$ cat src/rtl/controlador_display_7seg_multiplexado.sv
// Time-multiplexed 7-segment driver for N hex digits with guard interval and frame-coherent snapshot.
// Optional leading-zero suppression is enabled by defining SUPRIMIR_CEROS_EN.
module controlador_display_7seg_multiplexado #(
    parameter int N_DIGITOS         = 4,
    parameter int DIV_REFRESCO      = 50000,
    parameter int GUARDA            = 2,
    parameter int ANODO_ACTIVO_BAJO = 1,
    parameter int SEG_ACTIVO_BAJO   = 1
) (
    input  logic                   i_Reloj,
    input  logic                   i_Reset,
    input  logic [4*N_DIGITOS-1:0] i_Datos,
    input  logic [N_DIGITOS-1:0]   i_Punto,
    input  logic                   i_Habilitar,
    output logic [6:0]             o_Segmentos,
    output logic                   o_Punto,
    output logic [N_DIGITOS-1:0]   o_Anodos,
    output logic                   o_Fin_Cuadro
);

    localparam int CNT_W = (DIV_REFRESCO > 1) ? $clog2(DIV_REFRESCO) : 1;
    localparam int IDX_W = (N_DIGITOS > 1) ? $clog2(N_DIGITOS) : 1;

    if (N_DIGITOS < 1 || N_DIGITOS > 8 || GUARDA < 1 || DIV_REFRESCO < GUARDA + 2) begin : g_param_err
        $error("controlador_display_7seg_multiplexado: illegal parameter combination");
    end

    function automatic logic [6:0] hex_a_seg(input logic [3:0] n);
        logic [6:0] s;
        case (n)
            4'h0: s = 7'h3F;  4'h1: s = 7'h06;  4'h2: s = 7'h5B;  4'h3: s = 7'h4F;
            4'h4: s = 7'h66;  4'h5: s = 7'h6D;  4'h6: s = 7'h7D;  4'h7: s = 7'h07;
            4'h8: s = 7'h7F;  4'h9: s = 7'h6F;  4'hA: s = 7'h77;  4'hB: s = 7'h7C;
            4'hC: s = 7'h39;  4'hD: s = 7'h5E;  4'hE: s = 7'h79;  default: s = 7'h71;
        endcase
        return s;
    endfunction

    logic [CNT_W-1:0]       cnt_q, cnt_d;
    logic [IDX_W-1:0]       idx_q, idx_d;
    logic [4*N_DIGITOS-1:0] snap_datos_q, snap_datos_d;
    logic [N_DIGITOS-1:0]   snap_punto_q, snap_punto_d;
    // Output registers hold active-high values; polarity is applied at the pins.
    logic [N_DIGITOS-1:0]   anod_q, anod_d;
    logic [6:0]             seg_q, seg_d;
    logic                   dp_q, dp_d;
    logic                   fin_q, fin_d;

    logic                   inicio_cuadro;
    logic                   visible;
    logic [3:0]             nibble;
    logic                   punto_sel;
    logic [N_DIGITOS-1:0]   suprimido;

    always_comb begin
        inicio_cuadro = i_Habilitar && (cnt_q == '0) && (idx_q == '0);
        visible       = i_Habilitar && (cnt_q >= CNT_W'(GUARDA));
        nibble        = snap_datos_q[{idx_q, 2'b00} +: 4];
        punto_sel     = snap_punto_q[idx_q];
    end

    always_comb begin
        logic todo_cero;
        todo_cero = 1'b1;
        suprimido = '0;
        for (int d = N_DIGITOS - 1; d >= 0; d--) begin
            todo_cero    = todo_cero && (snap_datos_q[4*d +: 4] == 4'h0);
            suprimido[d] = (d > 0) && todo_cero;
        end
    end

    always_comb begin
        cnt_d        = cnt_q;
        idx_d        = idx_q;
        snap_datos_d = snap_datos_q;
        snap_punto_d = snap_punto_q;
        fin_d        = inicio_cuadro;

        if (!i_Habilitar) begin
            cnt_d = '0;
            idx_d = '0;
        end else if (cnt_q == CNT_W'(DIV_REFRESCO - 1)) begin
            cnt_d = '0;
            idx_d = (idx_q == IDX_W'(N_DIGITOS - 1)) ? '0 : idx_q + 1'b1;
        end else begin
            cnt_d = cnt_q + 1'b1;
        end

        if (inicio_cuadro) begin
            snap_datos_d = i_Datos;
            snap_punto_d = i_Punto;
        end
    end

    always_comb begin
        anod_d = '0;
        seg_d  = '0;
        dp_d   = 1'b0;
        if (visible) begin
`ifdef SUPRIMIR_CEROS_EN
            if (suprimido[idx_q]) begin
                // A suppressed digit stays dark unless its decimal point is requested.
                if (punto_sel) begin
                    anod_d[idx_q] = 1'b1;
                    dp_d          = 1'b1;
                end
            end else begin
                anod_d[idx_q] = 1'b1;
                seg_d         = hex_a_seg(nibble);
                dp_d          = punto_sel;
            end
`else
            anod_d[idx_q] = 1'b1;
            seg_d         = hex_a_seg(nibble);
            dp_d          = punto_sel;
`endif
        end
    end

    always_ff @(posedge i_Reloj or posedge i_Reset) begin
        if (i_Reset) begin
            cnt_q        <= '0;
            idx_q        <= '0;
            snap_datos_q <= '0;
            snap_punto_q <= '0;
            anod_q       <= '0;
            seg_q        <= '0;
            dp_q         <= 1'b0;
            fin_q        <= 1'b0;
        end else begin
            cnt_q        <= cnt_d;
            idx_q        <= idx_d;
            snap_datos_q <= snap_datos_d;
            snap_punto_q <= snap_punto_d;
            anod_q       <= anod_d;
            seg_q        <= seg_d;
            dp_q         <= dp_d;
            fin_q        <= fin_d;
        end
    end

    assign o_Anodos     = (ANODO_ACTIVO_BAJO != 0) ? ~anod_q : anod_q;
    assign o_Segmentos  = (SEG_ACTIVO_BAJO != 0) ? ~seg_q : seg_q;
    assign o_Punto      = (SEG_ACTIVO_BAJO != 0) ? ~dp_q : dp_q;
    assign o_Fin_Cuadro = fin_q;

endmodule

$ cat config.mk
export PLATFORM = sky130hd
export DESIGN_NAME = controlador_display_7seg_multiplexado
export DESIGN_NICKNAME = d
export VERILOG_FILES = /design/src/rtl/controlador_display_7seg_multiplexado.sv
export SDC_FILE = /design/constraint.sdc
export NUM_CORES = 1
export LEC_CHECK = 0
export ABC_AREA = 1
export ABC_CLOCK_PERIOD_IN_PS = 3940
export CAP_MARGIN = 20
export CORE_ASPECT_RATIO = 1.75
export CORE_MARGIN = 4
export CORE_UTILIZATION = 55
export DETAILED_ROUTE_END_ITERATION = 12
export PLACE_DENSITY_LB_ADDON = 0.05
export SLEW_MARGIN = 20
export SYNTH_ARGS = -nofsm -noshare
export SYNTH_HDL_FRONTEND = slang
export SYNTH_SLANG_ARGS = --single-unit
$ cat constraint.sdc
create_clock -name i_Reloj -period 3.94 [get_ports i_Reloj]
set_input_delay 0.394 -clock i_Reloj [delete_from_list [all_inputs] [get_ports i_Reloj]]
set_output_delay 0.394 -clock i_Reloj [all_outputs]
set_load 0.01 [all_outputs]
; After elaboration in Yosys (flattened, before gate mapping)
; Memories as Yosys holds them, arrays and structs flattened.
; Index checks and enable logic that the tools add are counted.
[word_totals]
ff_bits = 51
romBits = 112
in_bits = 23
output_inout_bits = 13
word_cells = 39
n_memories = 1
[memory_table]
columns = memory, words, word_bits, read_ports, rd_clocked_by_memory_dff, wr, line_no
row1 = (name not given), 16, 7, 1, 0, 0, 30  ; case (n)
[classes]
addsub = 2
n_lt_le_gt_ge = 3
n_eq_ne = 3
shifts = 1
muxes = 12
bitwise = 3
n_reduce_logical = 6
[ops]
columns = cell, count
row1 = $mux W16, 2
row2 = $add A16 B1 Y16 const B, 1
row3 = $eq A16 B16 Y1 const B, 1
row4 = $ge A16 B2 Y1 const B, 1
row5 = $logic_not A16 Y1, 1
row6 = $shiftx A16 B5 Y4, 1
row7 = $mux W7, 1
row8 = $not A7 Y7, 1
row9 = $mux W2, 3
row10 = $logic_and A1 B1 Y1, 4
row11 = $mux W4, 1
row12 = $not A4 Y4, 1
row13 = $lt A2 B3 Y1 const B, 1
row14 = $mux W1, 3
row15 = $add A2 B1 Y2 const B, 1
row16 = $bmux W1 S2, 1
row17 = $demux W1 S2, 1
row18 = $eq A2 B2 Y1 const B, 1
row19 = $ge A2 B1 Y1 const B, 1
row20 = $logic_not A2 Y1, 1
row21 = $ne A2 B1 Y1 const B, 1
row22 = $not A1 Y1, 1

; Logic depth before layout (Yosys ltp)
; Gate-level depths: netlist of run 1.
[depth]
ltp_word = 5
depth_mapped = 12

; Worst setup path after synthesis of run 1
; No wires, ideal clock.
[synth_path]
path_type = register to register
start = register idx_q[0]
end = register seg_q[0]
arrival_ns = 1.503
path_slack_ns = 2.365
path_stages_with_launch = 12
path_buffers = 1
cell_sequence = dfrtp_1 buf_4 nand2_1 nand3_1 nand2_1 inv_1 ha_1 inv_1 nand2_1 nand3_1 nand2_1 nor2_1
[synth_via]
elab_chain_cells = 3
[synth_lines]
columns = element, line_no
row1 = start: declaration, 40  ; logic [IDX_W-1:0] idx_q, idx_d;
row2 = start signal: assignment, 132  ; idx_q <= idx_d;
row3 = $shiftx A16 B5 Y4, 58  ; nibble = snap_datos_q[{idx_q, 2'b00} +: 4];
row4 = $mem_v2 Z16 W7, --
row5 = $mux W7, 99  ; if (visible) begin
row6 = net seg_d[0], 45  ; logic [6:0] seg_q, seg_d;
row7 = end signal: assignment, 136  ; seg_q <= seg_d;
row8 = end: declaration, 45
; The timed path passes the listed nets, and every way through them passes these cells.
; A chain may end at the register's enable or synchronous reset.

; Worst setup path in the final report of run 1
[layout_path]
start = register idx_q[0]
end = register seg_q[3]
; Same word-level chain as after synthesis.

==> flow_summary.html, run 1 <==
<table>
<tr><th>Metric</th><th>Value</th></tr>
<tr><th colspan="2">Run status</th></tr>
<tr><td>Outcome</td><td>finished clean</td></tr>
<tr><th colspan="2">Synth</th></tr>
<tr><td>Area fraction of the dominant cell type after synthesis</td><td>0.448</td></tr>
<tr><td>Post-synthesis net count</td><td>just over 400</td></tr>
<tr><td>Avg Cell Area, Syn</td><td>roughly 7.6 um2</td></tr>
<tr><td>Number of register bits inferred by synthesis</td><td>51</td></tr>
<tr><td>Warnings, synthesis</td><td>0</td></tr>
<tr><td>Top cell type by total area after synthesis</td><td>sky130_fd_sc_hd__dfrtp_1</td></tr>
<tr><td>Count of flip-flops with a built-in enable after synthesis</td><td>0</td></tr>
<tr><td>Number of cells produced by synthesis</td><td>375</td></tr>
<tr><td>Register area share after synthesis</td><td>0.448</td></tr>
<tr><td>Leading register cell type out of synthesis</td><td>sky130_fd_sc_hd__dfrtp_1</td></tr>
<tr><td>Cell types with the largest area share after synthesis</td><td>sky130_fd_sc_hd__dfrtp_1 (45%), sky130_fd_sc_hd__nand2_1 (16%), sky130_fd_sc_hd__nand3_1 (6.1%)</td></tr>
<tr><td>Top cells by instance count after synthesis</td><td>sky130_fd_sc_hd__nand2_1 (119), sky130_fd_sc_hd__dfrtp_1 (51), sky130_fd_sc_hd__inv_1 (46), sky130_fd_sc_hd__nor2_1 (46), sky130_fd_sc_hd__nand3_1 (35)</td></tr>
<tr><td>Summed instance area of the synthesized netlist</td><td>between 2000 and 3000 um2</td></tr>
<tr><td>Asr flop ratio synth</td><td>1.00</td></tr>
<tr><td>Dominant cell by count in the synthesized netlist</td><td>sky130_fd_sc_hd__nand2_1</td></tr>
<tr><td>Cell variety after synth</td><td>30</td></tr>
<tr><th colspan="2">Timing</th></tr>
<tr><td>Final-report hold violation count</td><td>0</td></tr>
<tr><td>Final period demand of the worst path</td><td>2.04 ns</td></tr>
<tr><td>Setup repair after global routing missed its margin</td><td>false</td></tr>
<tr><td>Final setup skew</td><td>between 0.01 and 0.015 ns</td></tr>
<tr><td>Rel. slew slack</td><td>0.421</td></tr>
<tr><td>Setup violators final</td><td>0</td></tr>
<tr><td>Share of the clock period used by the worst path</td><td>0.519</td></tr>
<tr><td>Worst hold slack after final layout</td><td>0.485 ns</td></tr>
<tr><td>Final total negative setup slack</td><td>0 ns</td></tr>
<tr><td>Achievable clock frequency</td><td>489 MHz</td></tr>
<tr><td>Slew Viols, Final</td><td>0</td></tr>
<tr><td>Worst slew pin tran</td><td>around 0.87 ns</td></tr>
<tr><th colspan="2">Global routing</th></tr>
<tr><td>Vias in the first global route</td><td>between 2000 and 2500</td></tr>
<tr><td>Overall global routing resource usage</td><td>0.196</td></tr>
<tr><td>Global-route wire length before repair</td><td>approximately 10 mm</td></tr>
<tr><td>Remaining global-route overflow</td><td>0</td></tr>
<tr><td>Pin count of the biggest net entering global routing</td><td>52</td></tr>
<tr><td>Antenna violations before repair</td><td>0</td></tr>
<tr><th colspan="2">Floorplanning</th></tr>
<tr><td>Std-Cell Rows</td><td>34</td></tr>
<tr><td>Die width</td><td>~62 um</td></tr>
<tr><td>Core outline area</td><td>around 5000 um2</td></tr>
<tr><td>Die boundary height</td><td>slightly above 100 um</td></tr>
<tr><td>Number of top-level pins</td><td>36</td></tr>
<tr><td>Overall die area</td><td>6440 um2</td></tr>
<tr><td>Starting density of the core</td><td>0.573</td></tr>
<tr><th colspan="2">Setup path</th></tr>
<tr><td>Cell type of the slowest stage on the worst timing path</td><td>sky130_fd_sc_hd__dfrtp_1</td></tr>
<tr><td>Endpoint class of the critical path</td><td>flop</td></tr>
<tr><td>Worst reg2reg setup slack</td><td>roughly 1.9 ns</td></tr>
<tr><td>Sum of buffers and inverters on the critical path</td><td>3</td></tr>
<tr><td>Data required time of the worst path</td><td>approximately 4.2 ns</td></tr>
<tr><td>Cell count of the worst reg-to-reg path</td><td>11</td></tr>
<tr><td>Delay of the slowest cell on the worst path</td><td>0.65 ns</td></tr>
<tr><td>Reg-to-reg startpoint</td><td>idx_q[0]$_DFFE_PP0P_</td></tr>
<tr><td>Kind of launch point of the worst setup path</td><td>flop</td></tr>
<tr><td>Critical register-to-register path endpoint</td><td>seg_q[3]$_DFF_PP0_</td></tr>
<tr><td>Worst path cell trace</td><td>inv_2 -&gt; nand2_1 -&gt; nand3_1 -&gt; nand2_1 -&gt; inv_1 -&gt; ha_1 -&gt; inv_1 -&gt; nand2_1 -&gt; nand3_1 -&gt; nand2_1 -&gt; nor2_1</td></tr>
<tr><td>Arrival @ worst endpoint</td><td>between 2 and 2.5 ns</td></tr>
<tr><td>Worst setup path category</td><td>reg2reg</td></tr>
<tr><td>Largest fanout on the critical path</td><td>16</td></tr>
<tr><td>Most Frequent Cell on Critical Path</td><td>sky130_fd_sc_hd__nand2_1</td></tr>
<tr><td>Family with the most delay on the worst path</td><td>simple AND/OR/NAND/NOR gates</td></tr>
<tr><td>CP Launch Point</td><td>idx_q[0]$_DFFE_PP0P_</td></tr>
<tr><th colspan="2">Layout</th></tr>
<tr><td>Final Net Count</td><td>around 450</td></tr>
<tr><td>Area of the multi-input gates</td><td>approximately 1300 um2</td></tr>
<tr><td>Ant. Diodes</td><td>0</td></tr>
<tr><td>Area added between synthesis and finish</td><td>15.1%</td></tr>
<tr><td>Filler cell count</td><td>440</td></tr>
<tr><td>Total area of sequential cells</td><td>roughly 1300 um2</td></tr>
<tr><td>Layout cell share with drive strength beyond 1</td><td>0.0756</td></tr>
<tr><th colspan="2">Clocking</th></tr>
<tr><td>Worst-Skew Late Latency</td><td>approximately 0.30 ns</td></tr>
<tr><td>Clock tree root buffer cell</td><td>sky130_fd_sc_hd__clkbuf_8</td></tr>
<tr><td>Total CTS buffers</td><td>5</td></tr>
<tr><td>Clock transition at the register clock pins on the worst setup and hold paths after CTS</td><td>around 0.09 ns</td></tr>
<tr><td>Clock tree from TritonCTS</td><td>yes</td></tr>
<tr><td>Maximum buffer depth of the clock tree</td><td>2</td></tr>
<tr><td>CTS Sinks</td><td>51</td></tr>
<tr><td>Number of buffers inserted to repair setup after CTS</td><td>0</td></tr>
<tr><td>CTS HTree Levels</td><td>2</td></tr>
<tr><td>Count of hold buffers inserted by post-cts repair</td><td>0</td></tr>
<tr><td>Post-CTS resize count</td><td>0</td></tr>
<tr><th colspan="2">Drt</th></tr>
<tr><td>Wirelength per Cell</td><td>roughly 13 um</td></tr>
<tr><td>Number of DRC violations after detailed-routing iteration 0</td><td>94</td></tr>
<tr><td>Final ANT Viol Nets</td><td>0</td></tr>
<tr><td>Count of vias placed by the detailed router</td><td>between 2000 and 2500</td></tr>
<tr><td>DRC Markers</td><td>0</td></tr>
<tr><td>Ratio of routed vias to standard cells</td><td>5.18</td></tr>
<tr><td>Post-detailed-routing wire length</td><td>around 6.0 mm</td></tr>
<tr><td>First drt pass iteration count</td><td>5</td></tr>
<tr><th colspan="2">Hold path</th></tr>
<tr><td>Hold Crit Depth</td><td>2</td></tr>
<tr><td>Hold Path Sink</td><td>snap_datos_q[4]$_DFFE_PP0P_</td></tr>
<tr><td>Worst hold start</td><td>snap_datos_q[4]$_DFFE_PP0P_</td></tr>
<tr><td>HP Class</td><td>reg2reg</td></tr>
<tr><th colspan="2">Place</th></tr>
<tr><td>Half-perimeter wire length of the detailed placement result</td><td>roughly 4.7 mm</td></tr>
<tr><td>Gpl congestion</td><td>0.945</td></tr>
<tr><td>Count of buffers from port buffering</td><td>35</td></tr>
<tr><th colspan="2">Power and ir drop</th></tr>
<tr><td>Post-layout total power</td><td>between 1.5 and 2 mW</td></tr>
<tr><td>Power density over the cells</td><td>roughly 460 nW/um2</td></tr>
<tr><td>Peak ir drop on the vdd network</td><td>0.404 mV</td></tr>
<tr><td>Static leakage</td><td>around 1.6 nW</td></tr>
<tr><th colspan="2">Job</th></tr>
<tr><td>Max-cap violations</td><td>0</td></tr>
</table>
-- cell families (layout without fill, tap and decap cells) --
| kind of cell | count (synthesis) | in the layout | synth area share |
|---|---|---|---|
| simple gates | 231 | 231 | 0.353 |
| buf+inv | 58 | 93 | 0.0988 |
| flops | 51 | 51 | 0.448 |
| compound gates | 20 | 20 | 0.0373 |
| fa+ha+maj | 13 | 13 | 0.0571 |
| xor+xnor | 2 | 2 | 0.00615 |
-- worst reg2reg max path, cell delays in order (launching register included) --
cell	delay (ns)
sky130_fd_sc_hd__dfrtp_1	0.65
sky130_fd_sc_hd__inv_2	0.22
sky130_fd_sc_hd__nand2_1	0.11
sky130_fd_sc_hd__nand3_1	0.07
sky130_fd_sc_hd__nand2_1	0.20
sky130_fd_sc_hd__inv_1	0.10
sky130_fd_sc_hd__ha_1	0.25
sky130_fd_sc_hd__inv_1	0.08
sky130_fd_sc_hd__nand2_1	0.07
sky130_fd_sc_hd__nand3_1	0.08
sky130_fd_sc_hd__nand2_1	0.06
sky130_fd_sc_hd__nor2_1	0.08
-- per-stage QoR --
stage | setup slack (ns) | utilization | std cells | instance area, um2
2_1_floorplan | 2.32 | - | 375 | 2850
3_3_place_gp | 1.94 | 0.639 | 456 | 3180
3_5_place_dp | 1.86 | 0.639 | 456 | 3180
4_1_cts | 1.89 | 0.659 | 464 | 3280
5_1_grt | 1.61 | 0.659 | 464 | 3280
6_report | 1.90 | 0.659 | 464 | 3280
-- power breakdown --
part	leakage (nW)	total, mW	switching (mW)	internal (mW)
logic	0.904	0.515	0.314	0.201
registers	0.671	0.687	0.0608	0.627
clock network	0.0515	0.321	0.160	0.160
-- worst max path at each step --
stage          cells after the start  slack (ns)                           to
5_1_grt                           11        1.61           seg_q[0]$_DFF_PP0_
3_3_place_gp                       5        1.94  snap_datos_q[3]$_DFFE_PP0P_
3_5_place_dp                       5        1.86  snap_punto_q[1]$_DFFE_PP0P_
6_report                          11        1.90           seg_q[3]$_DFF_PP0_
4_1_cts                           11        1.89           seg_q[3]$_DFF_PP0_
2_1_floorplan                      1        2.32          anod_q[0]$_DFF_PP0_
-- registers in the layout, summed over array words and instances, names as in the netlist --
signal	cells
o_Fin_Cuadro	1
idx_q	2
cnt_q	16
dp_q	1
seg_q	7
snap_punto_q	4
snap_datos_q	16
anod_q	4
-- cell usage in the layout, fill, tap and decap left out --
master,count
sky130_fd_sc_hd__inv_2,3
sky130_fd_sc_hd__nand2_1,119
sky130_fd_sc_hd__nor3_1,7
sky130_fd_sc_hd__nor2_4,1
sky130_fd_sc_hd__nand2_2,11
sky130_fd_sc_hd__xor2_1,2
sky130_fd_sc_hd__nor2_2,3
sky130_fd_sc_hd__ha_1,13
sky130_fd_sc_hd__inv_1,45
sky130_fd_sc_hd__inv_6,1
sky130_fd_sc_hd__nand3_4,1
sky130_fd_sc_hd__o21ai_1,2
sky130_fd_sc_hd__nand3_2,1
sky130_fd_sc_hd__nand3_1,35
sky130_fd_sc_hd__nor2_1,46
sky130_fd_sc_hd__clkinv_2,1
sky130_fd_sc_hd__a21oi_1,5
sky130_fd_sc_hd__nand3b_1,1
sky130_fd_sc_hd__clkbuf_1,1
sky130_fd_sc_hd__clkdlybuf4s50_1,35
sky130_fd_sc_hd__nor3_2,1
sky130_fd_sc_hd__and3_1,1
sky130_fd_sc_hd__o21bai_1,1
sky130_fd_sc_hd__nand4_1,3
sky130_fd_sc_hd__o21ai_2,1
sky130_fd_sc_hd__dfrtp_1,51
sky130_fd_sc_hd__nor3b_1,1
sky130_fd_sc_hd__clkbuf_8,7
sky130_fd_sc_hd__o21ai_0,11
-- area by class of cell --
| cell class | instances | area share |
|---|---|---|
| tap | 54 | 0.0206 |
| timing repair buffer | 35 | 0.107 |
| inverter | 50 | 0.0591 |
| multi-input combinational | 266 | 0.394 |
| clock buffer | 8 | 0.0305 |
| sequential | 51 | 0.389 |
-- metal layers --
layer | up-vias | share of wire | GRT usage
met3 | 20 | 0.029 | 0.0249
met5 | - | 0 | 0
li1 | 1220 | - | -
met4 | 0 | 0.038 | 0.103
met2 | 63 | 0.55 | 0.372
met1 | 1101 | 0.38 | 0.211
(Power assumes the default switching activity.)
==> inputs of run 2 (changes only) <==
Settings changed: ABC_CLOCK_PERIOD_IN_PS 3940 to 2100.
Clock period 3.94 ns to 2.1 ns, I/O delays scaled along.
==> flow_summary.html, run 2 (synthesis results as in run 1) <==
<table>
<tr><th>Metric</th><th>Value</th></tr>
<tr><th colspan="2">Drt</th></tr>
<tr><td>Number of DRC violations after detailed-routing iteration 0</td><td>approximately 130</td></tr>
<tr><td>Post-detailed-routing wire length</td><td>approximately 6 mm</td></tr>
<tr><td>Count of vias placed by the detailed router</td><td>approximately 2500</td></tr>
<tr><td>Ratio of routed vias to standard cells</td><td>between 5 and 6</td></tr>
<tr><td>First drt pass iteration count</td><td>5</td></tr>
<tr><td>Final ANT Viol Nets</td><td>0</td></tr>
<tr><td>DRC Markers</td><td>0</td></tr>
<tr><td>Wirelength per Cell</td><td>13.0 um</td></tr>
<tr><th colspan="2">Floorplanning</th></tr>
<tr><td>Std-Cell Rows</td><td>34</td></tr>
<tr><td>Overall die area</td><td>~6400 um2</td></tr>
<tr><td>Die width</td><td>62.4 um</td></tr>
<tr><td>Starting density of the core</td><td>0.573</td></tr>
<tr><td>Core outline area</td><td>roughly 5000 um2</td></tr>
<tr><td>Number of top-level pins</td><td>36</td></tr>
<tr><td>Die boundary height</td><td>a little over 100 um</td></tr>
<tr><th colspan="2">Job</th></tr>
<tr><td>Max-cap violations</td><td>0</td></tr>
<tr><th colspan="2">Place</th></tr>
<tr><td>Count of buffers from port buffering</td><td>35</td></tr>
<tr><td>Half-perimeter wire length of the detailed placement result</td><td>4.74 mm</td></tr>
<tr><td>Placed cell areas</td><td>3220 um2</td></tr>
<tr><td>Gpl congestion</td><td>approximately 0.91</td></tr>
<tr><th colspan="2">Setup path</th></tr>
<tr><td>Largest fanout on the critical path</td><td>26</td></tr>
<tr><td>Worst path cell trace</td><td>inv_2 -&gt; ha_1 -&gt; and3_1 -&gt; nand3_4 -&gt; inv_6 -&gt; o21ai_0</td></tr>
<tr><td>Kind of launch point of the worst setup path</td><td>flop</td></tr>
<tr><td>Data required time of the worst path</td><td>approximately 2.3 ns</td></tr>
<tr><td>Critical register-to-register path endpoint</td><td>snap_datos_q[3]$_DFFE_PP0P_</td></tr>
<tr><td>Arrival @ worst endpoint</td><td>approximately 2 ns</td></tr>
<tr><td>Sum of buffers and inverters on the critical path</td><td>2</td></tr>
<tr><td>Stages on worst setup path</td><td>6</td></tr>
<tr><td>Cell type of the slowest stage on the worst timing path</td><td>sky130_fd_sc_hd__dfrtp_1</td></tr>
<tr><td>Delay of the slowest cell on the worst path</td><td>0.52 ns</td></tr>
<tr><td>Worst reg2reg setup slack</td><td>0.29 ns</td></tr>
<tr><td>Worst setup path end</td><td>snap_datos_q[3]$_DFFE_PP0P_</td></tr>
<tr><td>Cell count of the worst reg-to-reg path</td><td>6</td></tr>
<tr><td>Worst setup path category</td><td>reg2reg</td></tr>
<tr><td>Family with the most delay on the worst path</td><td>flip-flops</td></tr>
<tr><td>Endpoint class of the critical path</td><td>flop</td></tr>
<tr><td>Reg-to-reg startpoint</td><td>idx_q[1]$_DFFE_PP0P_</td></tr>
<tr><td>CP Launch Point</td><td>idx_q[1]$_DFFE_PP0P_</td></tr>
<tr><th colspan="2">Timing</th></tr>
<tr><td>Worst slew pin tran</td><td>approximately 0.44 ns</td></tr>
<tr><td>Final-report hold violation count</td><td>0</td></tr>
<tr><td>Setup violators final</td><td>0</td></tr>
<tr><td>Final total negative setup slack</td><td>0 ns</td></tr>
<tr><td>Setup repair after global routing missed its margin</td><td>false</td></tr>
<tr><td>Final setup skew</td><td>approximately 0.012 ns</td></tr>
<tr><td>Share of the clock period used by the worst path</td><td>0.862</td></tr>
<tr><td>Final period demand of the worst path</td><td>~1.8 ns</td></tr>
<tr><td>Slew Viols, Final</td><td>0</td></tr>
<tr><td>Rel. slew slack</td><td>0.707</td></tr>
<tr><td>Worst hold slack after final layout</td><td>about 0.21 ns</td></tr>
<tr><td>Achievable clock frequency</td><td>between 500 and 600 MHz</td></tr>
<tr><th colspan="2">Layout</th></tr>
<tr><td>Final core occ</td><td>0.663</td></tr>
<tr><td>Final Net Count</td><td>450</td></tr>
<tr><td>Biggest registers after layout</td><td>cnt_q x16, snap_datos_q x16, seg_q x7</td></tr>
<tr><td>Fin area</td><td>around 3300 um2</td></tr>
<tr><td>Ant. Diodes</td><td>0</td></tr>
<tr><td>Highest-count cells in the layout ignoring fill and taps</td><td>sky130_fd_sc_hd__nand2_1 (119), sky130_fd_sc_hd__dfrtp_1 (51), sky130_fd_sc_hd__nor2_1 (46)</td></tr>
<tr><td>Area added between synthesis and finish</td><td>15.7%</td></tr>
<tr><td>Most frequent standard cell in the layout excluding fill and tap cells</td><td>sky130_fd_sc_hd__nand2_1</td></tr>
<tr><td>Layout cell share with drive strength beyond 1</td><td>0.0843</td></tr>
<tr><th colspan="2">Global routing</th></tr>
<tr><td>Pin count of the biggest net entering global routing</td><td>27</td></tr>
<tr><td>Vias in the first global route</td><td>2455</td></tr>
<tr><td>Overall global routing resource usage</td><td>0.209</td></tr>
<tr><td>Global-route wire length before repair</td><td>10.9 mm</td></tr>
<tr><td>Antenna violations before repair</td><td>0</td></tr>
<tr><td>Remaining global-route overflow</td><td>0</td></tr>
<tr><th colspan="2">Run status</th></tr>
<tr><td>Outcome</td><td>finished clean</td></tr>
<tr><th colspan="2">Clocking</th></tr>
<tr><td>Clock tree from TritonCTS</td><td>yes</td></tr>
<tr><td>Total CTS buffers</td><td>5</td></tr>
<tr><td>Worst-Skew Late Latency</td><td>around 0.30 ns</td></tr>
<tr><td>Number of buffers inserted to repair setup after CTS</td><td>0</td></tr>
<tr><td>CTS HTree Levels</td><td>2</td></tr>
<tr><td>CTS Sinks</td><td>between 50 and 60</td></tr>
<tr><td>Post-CTS resize count</td><td>0</td></tr>
<tr><td>Maximum buffer depth of the clock tree</td><td>2</td></tr>
<tr><td>Count of hold buffers inserted by post-cts repair</td><td>0</td></tr>
<tr><td>Clock transition at the register clock pins on the worst setup and hold paths after CTS</td><td>around 0.090 ns</td></tr>
<tr><td>Clock tree root buffer cell</td><td>sky130_fd_sc_hd__clkbuf_8</td></tr>
<tr><th colspan="2">Hold path</th></tr>
<tr><td>HP Class</td><td>in2async</td></tr>
<tr><th colspan="2">Power and ir drop</th></tr>
<tr><td>Post-layout total power</td><td>between 2 and 3 mW</td></tr>
<tr><td>Peak ir drop on the vdd network</td><td>around 0.62 mV</td></tr>
<tr><td>Static leakage</td><td>around 1.6 nW</td></tr>
<tr><td>Power density over the cells</td><td>roughly 850 nW/um2</td></tr>
</table>
run 2: worst min path at each step:
stage | start | end | slack [ns] | cells past startpoint
3_5_place_dp | snap_datos_q[12]$_DFFE_PP0P_ | snap_datos_q[12]$_DFFE_PP0P_ | 0.47 | 2
3_3_place_gp | snap_datos_q[9]$_DFFE_PP0P_ | snap_datos_q[9]$_DFFE_PP0P_ | 0.46 | 2
2_1_floorplan | i_Datos[10] | snap_datos_q[10]$_DFFE_PP0P_ | 0.31 | 2
5_1_grt | i_Reset | cnt_q[2]$_DFF_PP0_ | 0.25 | 2
4_1_cts | i_Reset | cnt_q[2]$_DFF_PP0_ | 0.23 | 2
6_report | i_Reset | cnt_q[2]$_DFF_PP0_ | 0.21 | 2
run 2: power by group:
group,leakage (nW),internal [mW],switching [mW]
logic,0.929,0.384,0.597
registers,0.671,1.18,0.0993
clock network,0.0422,0.235,0.313
total,1.64,1.79,1.01
run 2: final cells by class:
class,instances,area [um2]
clock buffers,7,76.3
flip-flops and latches,51,1280
multi-input cells,266,1290
repair buffers,40,388
fillers,423,1680
clock inverters,1,5.00
inverters,50,193
well taps,54,67.6
run 2: metrics by stage:
stage,std cells,setup slack [ns]
5_1_grt,469,0.0582
6_report,469,0.290
3_3_place_gp,461,0.402
2_1_floorplan,375,0.525
3_5_place_dp,461,0.305
4_1_cts,469,0.278
run 2: metal layers:
metal | global-route usage | up-vias | part of all wire
met1 | 0.225 | 1166 | 0.38
met2 | 0.403 | 71 | 0.56
met3 | 0.0281 | 10 | 0.043
met4 | 0.0899 | 0 | 0.021
li1 | - | 1236 | -
met5 | 0 | - | 0
run 2: worst reg2reg max path, cell delays in order, from the launching register on:
cell and delay [ns]:
sky130_fd_sc_hd__dfrtp_1 0.52, sky130_fd_sc_hd__inv_2 0.20, sky130_fd_sc_hd__ha_1 0.19, sky130_fd_sc_hd__and3_1 0.21
sky130_fd_sc_hd__nand3_4 0.20, sky130_fd_sc_hd__inv_6 0.25, sky130_fd_sc_hd__o21ai_0 0.12
==> inputs of run 3 (changes only) <==
Settings changed: CTS_CLUSTER_DIAMETER set to 200.
==> results of run 3 <==
No change in the layout: final DEF, timing and power equal those of run 2.
